### config.mk
export PLATFORM = sky130hd
export DESIGN_NAME = sine_quarter_recon
export DESIGN_NICKNAME = d
export VERILOG_FILES = /design/src/rtl/sine_quarter_recon.sv
export SDC_FILE = /design/constraint.sdc
export NUM_CORES = 1
export LEC_CHECK = 0
export CAP_MARGIN = 20
export CELL_PAD_IN_SITES_DETAIL_PLACEMENT = 1
export CELL_PAD_IN_SITES_GLOBAL_PLACEMENT = 1
export CORE_MARGIN = 10
export CORE_UTILIZATION = 44
export CTS_CLUSTER_DIAMETER = 60
export CTS_CLUSTER_SIZE = 8
export DETAILED_ROUTE_END_ITERATION = 6
export GPL_ROUTABILITY_DRIVEN = 1
export PLACE_DENSITY = 0.78
export REMOVE_ABC_BUFFERS = 1
export SKIP_CTS_REPAIR_TIMING = 1
export SLEW_MARGIN = 30
export SYNTH_ARGS = -nofsm -noshare
export SYNTH_HDL_FRONTEND = slang
export SYNTH_SLANG_ARGS = --single-unit
### constraint.sdc
create_clock -name i_clk -period 3.2 [get_ports i_clk]
set_input_delay 0.64 -clock i_clk [delete_from_list [all_inputs] [get_ports i_clk]]
set_output_delay 0.64 -clock i_clk [all_outputs]
set_load 0.1 [all_outputs]
### src/rtl/sine_quarter_recon.sv
// Quarter-wave ROM return path: issues folded-address reads, realigns the negate flag with the ROM latency,
// and emits signed full-wave samples through a credit-managed output FIFO. Define SINE_RECON_ZCROSS_EN for o_zcross.
module sine_quarter_recon #(
    parameter int ADDR_W     = 14,
    parameter int DATA_W     = 16,
    parameter int ROM_LAT    = 2,
    parameter int FIFO_DEPTH = 4
) (
    input  logic              i_clk,
    input  logic              i_rst_n,
    input  logic              i_valid,
    output logic              o_ready,
    input  logic [ADDR_W-1:0] i_addr,
    input  logic              i_neg,
    output logic              o_rom_en,
    output logic [ADDR_W-1:0] o_rom_addr,
    input  logic [DATA_W-1:0] i_rom_data,
    output logic              o_valid,
    input  logic              i_ready,
    output logic [DATA_W:0]   o_sample
`ifdef SINE_RECON_ZCROSS_EN
    ,
    output logic              o_zcross
`endif
);

    localparam int PTR_W = $clog2(FIFO_DEPTH);
    localparam int CNT_W = PTR_W + 1;
    localparam int CRD_W = PTR_W + 2;
`ifdef SINE_RECON_ZCROSS_EN
    localparam int ENT_W = DATA_W + 2;
`else
    localparam int ENT_W = DATA_W + 1;
`endif

    // Two's-complement negate of the zero-extended magnitude; wraps 0 back to 0.
    function automatic logic [DATA_W:0] f_recon(input logic [DATA_W-1:0] mag, input logic neg);
        logic [DATA_W:0] ext;
        ext = {1'b0, mag};
        if (neg) begin
            f_recon = ~ext + {{DATA_W{1'b0}}, 1'b1};
        end else begin
            f_recon = ext;
        end
    endfunction

    logic                w_accept;
    logic                w_push;
    logic                w_pop;
    logic [CRD_W-1:0]    w_credit_used;
    logic [CNT_W-1:0]    w_count_nxt;
    logic [CNT_W-1:0]    w_inflight_nxt;
    logic [PTR_W-1:0]    w_rd_ptr_nxt;
    logic [ENT_W-1:0]    w_push_ent;
    logic [ENT_W-1:0]    w_head_nxt;

    logic                r_rom_en;
    logic                r_rom_neg;
    logic [ADDR_W-1:0]   r_rom_addr;
    logic [ROM_LAT-1:0]  r_pipe_vld;
    logic [ROM_LAT-1:0]  r_pipe_neg;
    logic                r_smp_vld;
    logic [DATA_W:0]     r_smp;
    logic [CNT_W-1:0]    r_count;
    logic [CNT_W-1:0]    r_inflight;
    logic [PTR_W-1:0]    r_wr_ptr;
    logic [PTR_W-1:0]    r_rd_ptr;
    logic [ENT_W-1:0]    r_mem [FIFO_DEPTH];
    logic                r_out_vld;
    logic [ENT_W-1:0]    r_out_ent;

    // Credits cover both FIFO occupancy and reads still in the ROM pipeline, so a push never finds the FIFO full.
    assign w_credit_used = CRD_W'(r_count) + CRD_W'(r_inflight);
    assign o_ready       = (w_credit_used < CRD_W'(FIFO_DEPTH));

    // Handshakes, FIFO next-state and the next registered head entry.
    always_comb begin
        w_accept       = i_valid && o_ready;
        w_push         = r_smp_vld;
        w_pop          = r_out_vld && i_ready;
        w_count_nxt    = r_count;
        w_inflight_nxt = r_inflight;
        w_rd_ptr_nxt   = r_rd_ptr;
        w_head_nxt     = {ENT_W{1'b0}};
        case ({w_push, w_pop})
            2'b10:   w_count_nxt = r_count + CNT_W'(1);
            2'b01:   w_count_nxt = r_count - CNT_W'(1);
            default: w_count_nxt = r_count;
        endcase
        case ({w_accept, w_push})
            2'b10:   w_inflight_nxt = r_inflight + CNT_W'(1);
            2'b01:   w_inflight_nxt = r_inflight - CNT_W'(1);
            default: w_inflight_nxt = r_inflight;
        endcase
        if (w_pop) begin
            w_rd_ptr_nxt = r_rd_ptr + PTR_W'(1);
        end else begin
            w_rd_ptr_nxt = r_rd_ptr;
        end
        // The incoming entry becomes the head when it lands in the slot the read pointer moves to.
        if (w_count_nxt == CNT_W'(0)) begin
            w_head_nxt = {ENT_W{1'b0}};
        end else if (w_push && (r_wr_ptr == w_rd_ptr_nxt)) begin
            w_head_nxt = w_push_ent;
        end else begin
            w_head_nxt = r_mem[w_rd_ptr_nxt];
        end
    end

`ifdef SINE_RECON_ZCROSS_EN
    logic r_prev_sign;

    // Samples leave in push order, so comparing against the previous pushed sign matches the popped order.
    always_ff @(posedge i_clk or negedge i_rst_n) begin
        if (!i_rst_n) begin
            r_prev_sign <= 1'b0;
        end else if (w_push) begin
            r_prev_sign <= r_smp[DATA_W];
        end else begin
            r_prev_sign <= r_prev_sign;
        end
    end

    assign w_push_ent = {r_smp[DATA_W] ^ r_prev_sign, r_smp};
    assign o_zcross   = r_out_ent[DATA_W+1];
`else
    assign w_push_ent = r_smp;
`endif

    // ROM request register.
    always_ff @(posedge i_clk or negedge i_rst_n) begin
        if (!i_rst_n) begin
            r_rom_en   <= 1'b0;
            r_rom_neg  <= 1'b0;
            r_rom_addr <= {ADDR_W{1'b0}};
        end else begin
            r_rom_en  <= w_accept;
            r_rom_neg <= w_accept & i_neg;
            if (w_accept) begin
                r_rom_addr <= i_addr;
            end
        end
    end

    // Valid/neg shift register whose tail lines up with the cycle the ROM data is valid.
    always_ff @(posedge i_clk or negedge i_rst_n) begin
        if (!i_rst_n) begin
            r_pipe_vld <= {ROM_LAT{1'b0}};
            r_pipe_neg <= {ROM_LAT{1'b0}};
        end else begin
            r_pipe_vld[0] <= r_rom_en;
            r_pipe_neg[0] <= r_rom_neg;
            for (int i = 1; i < ROM_LAT; i++) begin
                r_pipe_vld[i] <= r_pipe_vld[i-1];
                r_pipe_neg[i] <= r_pipe_neg[i-1];
            end
        end
    end

    // Reconstructed sample register feeding the FIFO push.
    always_ff @(posedge i_clk or negedge i_rst_n) begin
        if (!i_rst_n) begin
            r_smp_vld <= 1'b0;
            r_smp     <= {(DATA_W+1){1'b0}};
        end else begin
            r_smp_vld <= r_pipe_vld[ROM_LAT-1];
            if (r_pipe_vld[ROM_LAT-1]) begin
                r_smp <= f_recon(i_rom_data, r_pipe_neg[ROM_LAT-1]);
            end
        end
    end

    // FIFO storage; contents are don't-care until pointed to by a valid count.
    always_ff @(posedge i_clk) begin
        if (w_push) begin
            r_mem[r_wr_ptr] <= w_push_ent;
        end
    end

    // FIFO pointers, occupancy, in-flight credits and registered head.
    always_ff @(posedge i_clk or negedge i_rst_n) begin
        if (!i_rst_n) begin
            r_count    <= {CNT_W{1'b0}};
            r_inflight <= {CNT_W{1'b0}};
            r_wr_ptr   <= {PTR_W{1'b0}};
            r_rd_ptr   <= {PTR_W{1'b0}};
            r_out_vld  <= 1'b0;
            r_out_ent  <= {ENT_W{1'b0}};
        end else begin
            r_count    <= w_count_nxt;
            r_inflight <= w_inflight_nxt;
            r_rd_ptr   <= w_rd_ptr_nxt;
            if (w_push) begin
                r_wr_ptr <= r_wr_ptr + PTR_W'(1);
            end
            r_out_vld <= (w_count_nxt != CNT_W'(0));
            r_out_ent <= w_head_nxt;
        end
    end

    assign o_rom_en   = r_rom_en;
    assign o_rom_addr = r_rom_addr;
    assign o_valid    = r_out_vld;
    assign o_sample   = r_out_ent[DATA_W:0];

endmodule

==> metrics.txt, run 1 <==
final period utilization=82.65%; clock latency at the later pin of the worst-skew pair=between 0.4 and 0.5 ns; chip width=138.9 um; status=completed; pre-CTS WS=0.1297 ns; CTS tree=yes; antenna fix cells=0; Fmax=378.1 MHz; Reg2Reg Launch Point=r_count[1]; die area=a little under 20000 um^2; Critical Path AT=2.91 ns; GPL Wtd Cong=between 0.7 and 0.8; 1st-pass router iterations=4; async set-or-reset flop fraction in the synthesized netlist=between 40% and 50%; Critical Path Start=i_ready; average size of a mapped cell=12.18 um^2; synthesized area=roughly 6200 um^2; synth warn=0; initial antenna violation count=0; CORE AREA=~14000 um^2; Slew Limit Fails=0; htree depth=4; pin count of the biggest net entering global routing=between 50 and 60; FF+latch count, synth=134; unrepaired setup endpoints after global routing=false; Total GRT Usage=approximately 17%; maxcap violations=0; first-pass GRT wire length=roughly 27000 um; Final WS setup=between 0.5 and 0.6 ns; Worst Setup Path Type=in2reg; Finished Cell Area=around 7600 um^2; Main synth FF type=edfxtp_1; Top Ports=69; minimum clock period=2.645 ns; total gr overflow=0; worst hold-check path type=in2async; Final Hold Viols=0; library cells used by synthesis=45; Max clock buf depth=2; vias in the first global route=4935; worst-path fanout max=18; clock tree sinks=134; crit path launch type=primary input; share of cells above drive strength 1=a little under a fifth; Detail Placement HPWL=10240 um; DRT Wirelength=16450 um; DP Area=7003 um^2; EDFF count, synth=68; sequential-to-total area share from yosys stat=59.34%; Rows=43; wire per inst=21.42 um; Fin Clk Skew=0.01181 ns; clk root buf=clkbuf_16; final setup vio count=0; DRT antenna net count=0; initial cell density of the core=44.84%; Syn Inst Count=511; Worst Tran Pin Value=~0.77 ns; relative slew slack=48.56%; crit path capture type=flop; PortBufs=68; vias per inst=5.824; Die Y-Extent=138.9 um; final net count=621; Via Count=4473; Req. time, crit path=between 3 and 4 ns; Syn-to-layout area delta=22.07%; Initial DRC Count=a little over 300; CTS buffer count=17; DRC=0; Reg clk slew, reported paths=0.06 ns
-- placed cells by master (no fill, tap or decap), types with 2 or more instances in the layout --
master	count
dfrtp_1	66
mux2_1	6
inv_1	33
nand2_1	15
xnor2_1	7
nand3_1	51
clkbuf_16	17
nor2b_1	2
clkbuf_1	3
nor3_1	2
nor2_1	17
nor4_2	2
edfxtp_1	68
inv_2	3
ha_1	9
o21ai_0	23
clkinv_2	4
o41ai_1	2
a21oi_1	31
and2_1	4
a311oi_1	17
a221oi_2	13
buf_12	2
clkdlybuf4s50_1	33
a221oi_1	4
xor2_1	17
a31oi_1	17
buf_4	46
mux2_2	10
fa_1	2
clkinv_1	3
nor4_1	2
and3_1	2
o31ai_1	3
bufinv_16	4
o211ai_1	16
mux2i_1	19
-- flip-flops by register name, indices dropped and copies added (netlist names), 2 cells and up --
signal / count
r_smp: 17
o_rom_addr: 14
r_pipe_neg: 2
r_count: 3
r_wr_ptr: 2
r_mem: 68
o_sample: 17
r_inflight: 3
r_rd_ptr: 2
r_pipe_vld: 2
-- cell families (layout without fill, tap and decap cells) --
group | Yosys count | count (layout) | share of synthesized area (%)
flops | 134 | 134 | 59.34
simple gates | 101 | 101 | 8.140
compound gates | 132 | 132 | 15.64
fa+ha+maj | 11 | 11 | 2.452
mux | 35 | 35 | 5.950
xor+xnor | 24 | 24 | 3.377
buf+inv | 74 | 151 | 5.105
-- through the flow --
| stage | cells | TNS [ns] | hold WS (ns) | util (%) |
|---|---|---|---|---|
| 2_1_floorplan | 473 | -40.11 | 0.3312 | - |
| 3_5_place_dp | 736 | 0 | 0.3363 | 50.45 |
| 6_report | 768 | 0 | 0.2940 | 54.74 |
| 5_1_grt | 768 | 0 | 0.3386 | 54.74 |
| 4_1_cts | 768 | 0 | 0.3079 | 54.74 |
| 3_3_place_gp | 735 | 0 | 0.3342 | 50.34 |
-- worst max-delay path, stage by stage --
cell and delay (ns):
clkdlybuf4s50_1 0.50, nand2_1 0.10, inv_2 0.07, ha_1 0.17
inv_1 0.06, fa_1 0.38, xor2_1 0.15, nor2_1 0.13
xnor2_1 0.15, nor3b_2 0.27, buf_12 0.20, a311oi_1 0.08
-- final timing paths --
path	endpoint	slack, ns	cells after the start
hold reg to reg	r_pipe_neg[1]	0.34	0
setup reg to reg	r_inflight[2]	0.82	10
min in group i_clk	r_pipe_neg[1]	0.34	0
hold / removal	r_smp[11]	0.29	1
max in group asynchronous	r_smp[7]	2.23	2
setup / recovery	o_sample[6]	0.56	12
-- cells in the mapped netlist, types with 2 or more instances --
cell	count	share of area (%)
fa_1	2	0.64
nor4_2	2	0.40
buf_1	4	0.24
mux2_2	10	1.8
inv_1	33	2.0
nand2_1	15	0.90
buf_6	2	0.36
a311oi_1	17	2.4
nor3_1	2	0.16
ha_1	9	1.8
and3_1	2	0.20
o31ai_1	3	0.36
and2_1	4	0.40
xor2_1	17	2.4
xnor2_1	7	0.98
nor2b_1	2	0.20
a221oi_1	4	0.56
edfxtp_1	68	33
nand3_1	51	4.1
a221oi_2	13	3.1
o41ai_1	2	0.28
buf_2	8	0.64
inv_2	3	0.18
nor2_1	17	1.0
nor4_1	2	0.20
clkbuf_1	22	1.3
o211ai_1	16	1.9
mux2_1	6	1.1
dfrtp_1	66	27
a31oi_1	17	1.7
o21ai_0	23	1.8
mux2i_1	19	3.1
a21oi_1	31	2.5
-- layer usage --
| layer | track usage, % | share of wire (%) | vias to the layer above | routed length (um) |
|---|---|---|---|---|
| met2 | 29.65 | 53 | 134 | 8689 |
| met4 | 7.139 | 1.4 | 0 | 231 |
| met5 | 0 | 0 | - | 0 |
| met1 | 19.46 | 38 | 2282 | 6331 |
| met3 | 5.274 | 7.3 | 20 | 1197 |
| li1 | - | - | 2037 | - |
-- final cells by class --
type	count	area (um^2)
Multi-Input combinational cell	303	2213
Clock inverter	12	158.9
Tap cell	180	225.2
Inverter	36	135.1
Sequential cell	134	3694
Clock buffer	20	436.7
Fill cell	1422	6282
Timing Repair Buffer	83	735.7
Power of run 1 is left out: the tool's default activity adds up to more than one toggle a clock period on the data nets, which glitch-free logic cannot reach.
==> run 2: changes to the inputs <==
--- a/config.mk
+++ b/config.mk
@@ -9,12 +9,12 @@
 export CELL_PAD_IN_SITES_DETAIL_PLACEMENT = 1
 export CELL_PAD_IN_SITES_GLOBAL_PLACEMENT = 1
 export CORE_MARGIN = 10
-export CORE_UTILIZATION = 44
+export CORE_UTILIZATION = 41
 export CTS_CLUSTER_DIAMETER = 60
 export CTS_CLUSTER_SIZE = 8
 export DETAILED_ROUTE_END_ITERATION = 6
 export GPL_ROUTABILITY_DRIVEN = 1
-export PLACE_DENSITY = 0.78
+export PLACE_DENSITY = 0.77
 export REMOVE_ABC_BUFFERS = 1
 export SKIP_CTS_REPAIR_TIMING = 1
 export SLEW_MARGIN = 30
==> constraint.sdc (replaced) <==
create_clock -name i_clk -period 2.3 [get_ports i_clk]
set_input_delay 0.46 -clock i_clk [delete_from_list [all_inputs] [get_ports i_clk]]
set_output_delay 0.46 -clock i_clk [all_outputs]
set_load 0.1 [all_outputs]
==> run 2 against run 1 <==
Against the previous run:
- the flow now finishes with violations (negative hold slack, negative setup slack)
- wire length rose by 5.2%
- sequential cell count did not move
- cell area increased by 5.6%
- highest routed layer unchanged
==> metrics.txt, run 2 (synthesis results as in run 1) <==
status=complete, but fails checks; failing checks=negative hold slack, negative setup slack; DRC=0; die area=20510 um^2; antenna fix cells=0; GR peak layer=met2; initial antenna violation count=0; Syn-to-layout area delta=28.86%; Final Hold Viols=7; CTS buffer count=17; htree depth=4; vias per inst=5.771; wire per inst=21.76 um; Fmax=434.0 MHz; maxcap violations=0; Hold WS=-0.004002 ns; final setup vio count=1; Die Y-Extent=143.2 um; Max clock buf depth=2; Total GRT Usage=16.70%; Final WS setup=-0.004353 ns; Reg clk slew, reported paths=roughly 0.060 ns; total gr overflow=0; Initial DRC Count=345; Worst Setup Path Type=reg2out; Req. time, crit path=about 1.8 ns; PortBufs=68; M2 GR Usage=28.69%; final period utilization=100.2%; final net count=644; GPL Wtd Cong=0.7651; worst-path cell chain=ha_1 > and3_4 > nor4_4 > buf_4 > buf_12; clock tree sinks=134; met3 Use GR=5.439%; Slew Limit Fails=0; DRT Wirelength=17300 um; commonest non-fill, non-tap cell in the layout=edfxtp_1; unrepaired setup endpoints after global routing=true; Worst Tran Pin Value=0.6204 ns; Rows=44; relative slew slack=58.64%; clk root buf=clkbuf_16; number of fill cells=1499; share of cells above drive strength 1=approximately 25%; Critical Path AT=1.84 ns; pin count of the biggest net entering global routing=53; most frequent cells in the layout=edfxtp_1, dfrtp_1, buf_4, nand3_1, clkdlybuf4s50_1; chip width=roughly 140 um; crit path launch type=flop; Largest Register=r_mem; CORE AREA=14700 um^2; Via Count=4588; Fin Clk Skew=0.01289 ns; slowest stage delay, CP=0.40 ns; CTS tree=yes; DRT antenna net count=0; crit path capture type=primary output; slowest CP cell=dfrtp_1; routing usage on met1=19.35%; 1st-pass router iterations=5; flop-to-flop setup slack=0.01 ns; Top Ports=69; first-pass GRT wire length=around 27000 um; initial cell density of the core=around 42%; worst hold-check path type=in2async; Detail Placement HPWL=around 11000 um; vias in the first global route=approximately 5000; minimum clock period=2.304 ns; worst-path fanout max=2; max reg flops=around 70; clock latency at the later pin of the worst-skew pair=0.42 ns
run 2: changes by cell type in the layout (fill, tap and decap cells not counted), sizes merged:
| cell | before | now |
|---|---|---|
| bufinv | 4 | 2 |
| clkinvlp | 1 | 0 |
| clkinv | 7 | 5 |
| clkbuf | 20 | 27 |
| dlymetal6s2s | 0 | 1 |
| buf | 50 | 71 |
| clkdlybuf4s50 | 33 | 32 |
run 2: path summary, 6_finish.rpt:
path                                    start             to  cells past startpoint
min in group i_clk              r_pipe_vld[0]  r_pipe_vld[1]                      0
max in group asynchronous             i_rst_n  o_rom_addr[0]                      2
worst max-delay path               r_count[1]        o_ready                      5
worst max register to register      r_smp_vld    o_sample[6]                     11
worst min register to register  r_pipe_vld[0]  r_pipe_vld[1]                      0
worst min-delay path                  i_rst_n  r_pipe_vld[0]                      1
run 2: metal layers:
layer | share of wire, % | wire [um] | vias to the layer above
met2 | 51 | 8792 | 144
met5 | 0 | 0 | -
met3 | 6.6 | 1136 | 18
met4 | 1.4 | 237 | 0
li1 | - | - | 2086
met1 | 41 | 7136 | 2340
run 2: critical path, delay by kind of cell (launching register included):
family | cells | cell delay (ns)
flip-flops | 1 | 0.40
AND/OR/NAND/NOR | 2 | 0.39
buffers and inverters | 2 | 0.35
adder cells (fa/ha/maj) | 1 | 0.29
run 2: stage by stage:
step / utilization (%) / cell area (um^2) / instances / TNS (ns) / worst slack [ns]
floorplan: - / 6042 / 473 / -77.71 / -2.284
global placement: 48.65 / 7151 / 755 / -8.124 / -0.4543
detailed placement: 48.65 / 7151 / 755 / -9.574 / -0.5406
CTS: 52.84 / 7767 / 787 / -3.417 / -0.2077
global route: 54.57 / 8021 / 795 / -1.530 / -0.1112
finish: 54.57 / 8021 / 795 / -0.004353 / -0.004353
run 2: area by class of cell:
| cell class | instances | area (um^2) | share of cell area, % |
|---|---|---|---|
| clock inverter | 7 | 88.84 | 1.107 |
| tap | 184 | 230.2 | 2.870 |
| inverter | 36 | 135.1 | 1.685 |
| sequential | 134 | 3694 | 46.05 |
| multi-input combinational | 303 | 2350 | 29.29 |
| timing repair buffer | 106 | 996.0 | 12.42 |
| clock buffer | 25 | 528.0 | 6.582 |
Power of run 2 is left out for the same reason.
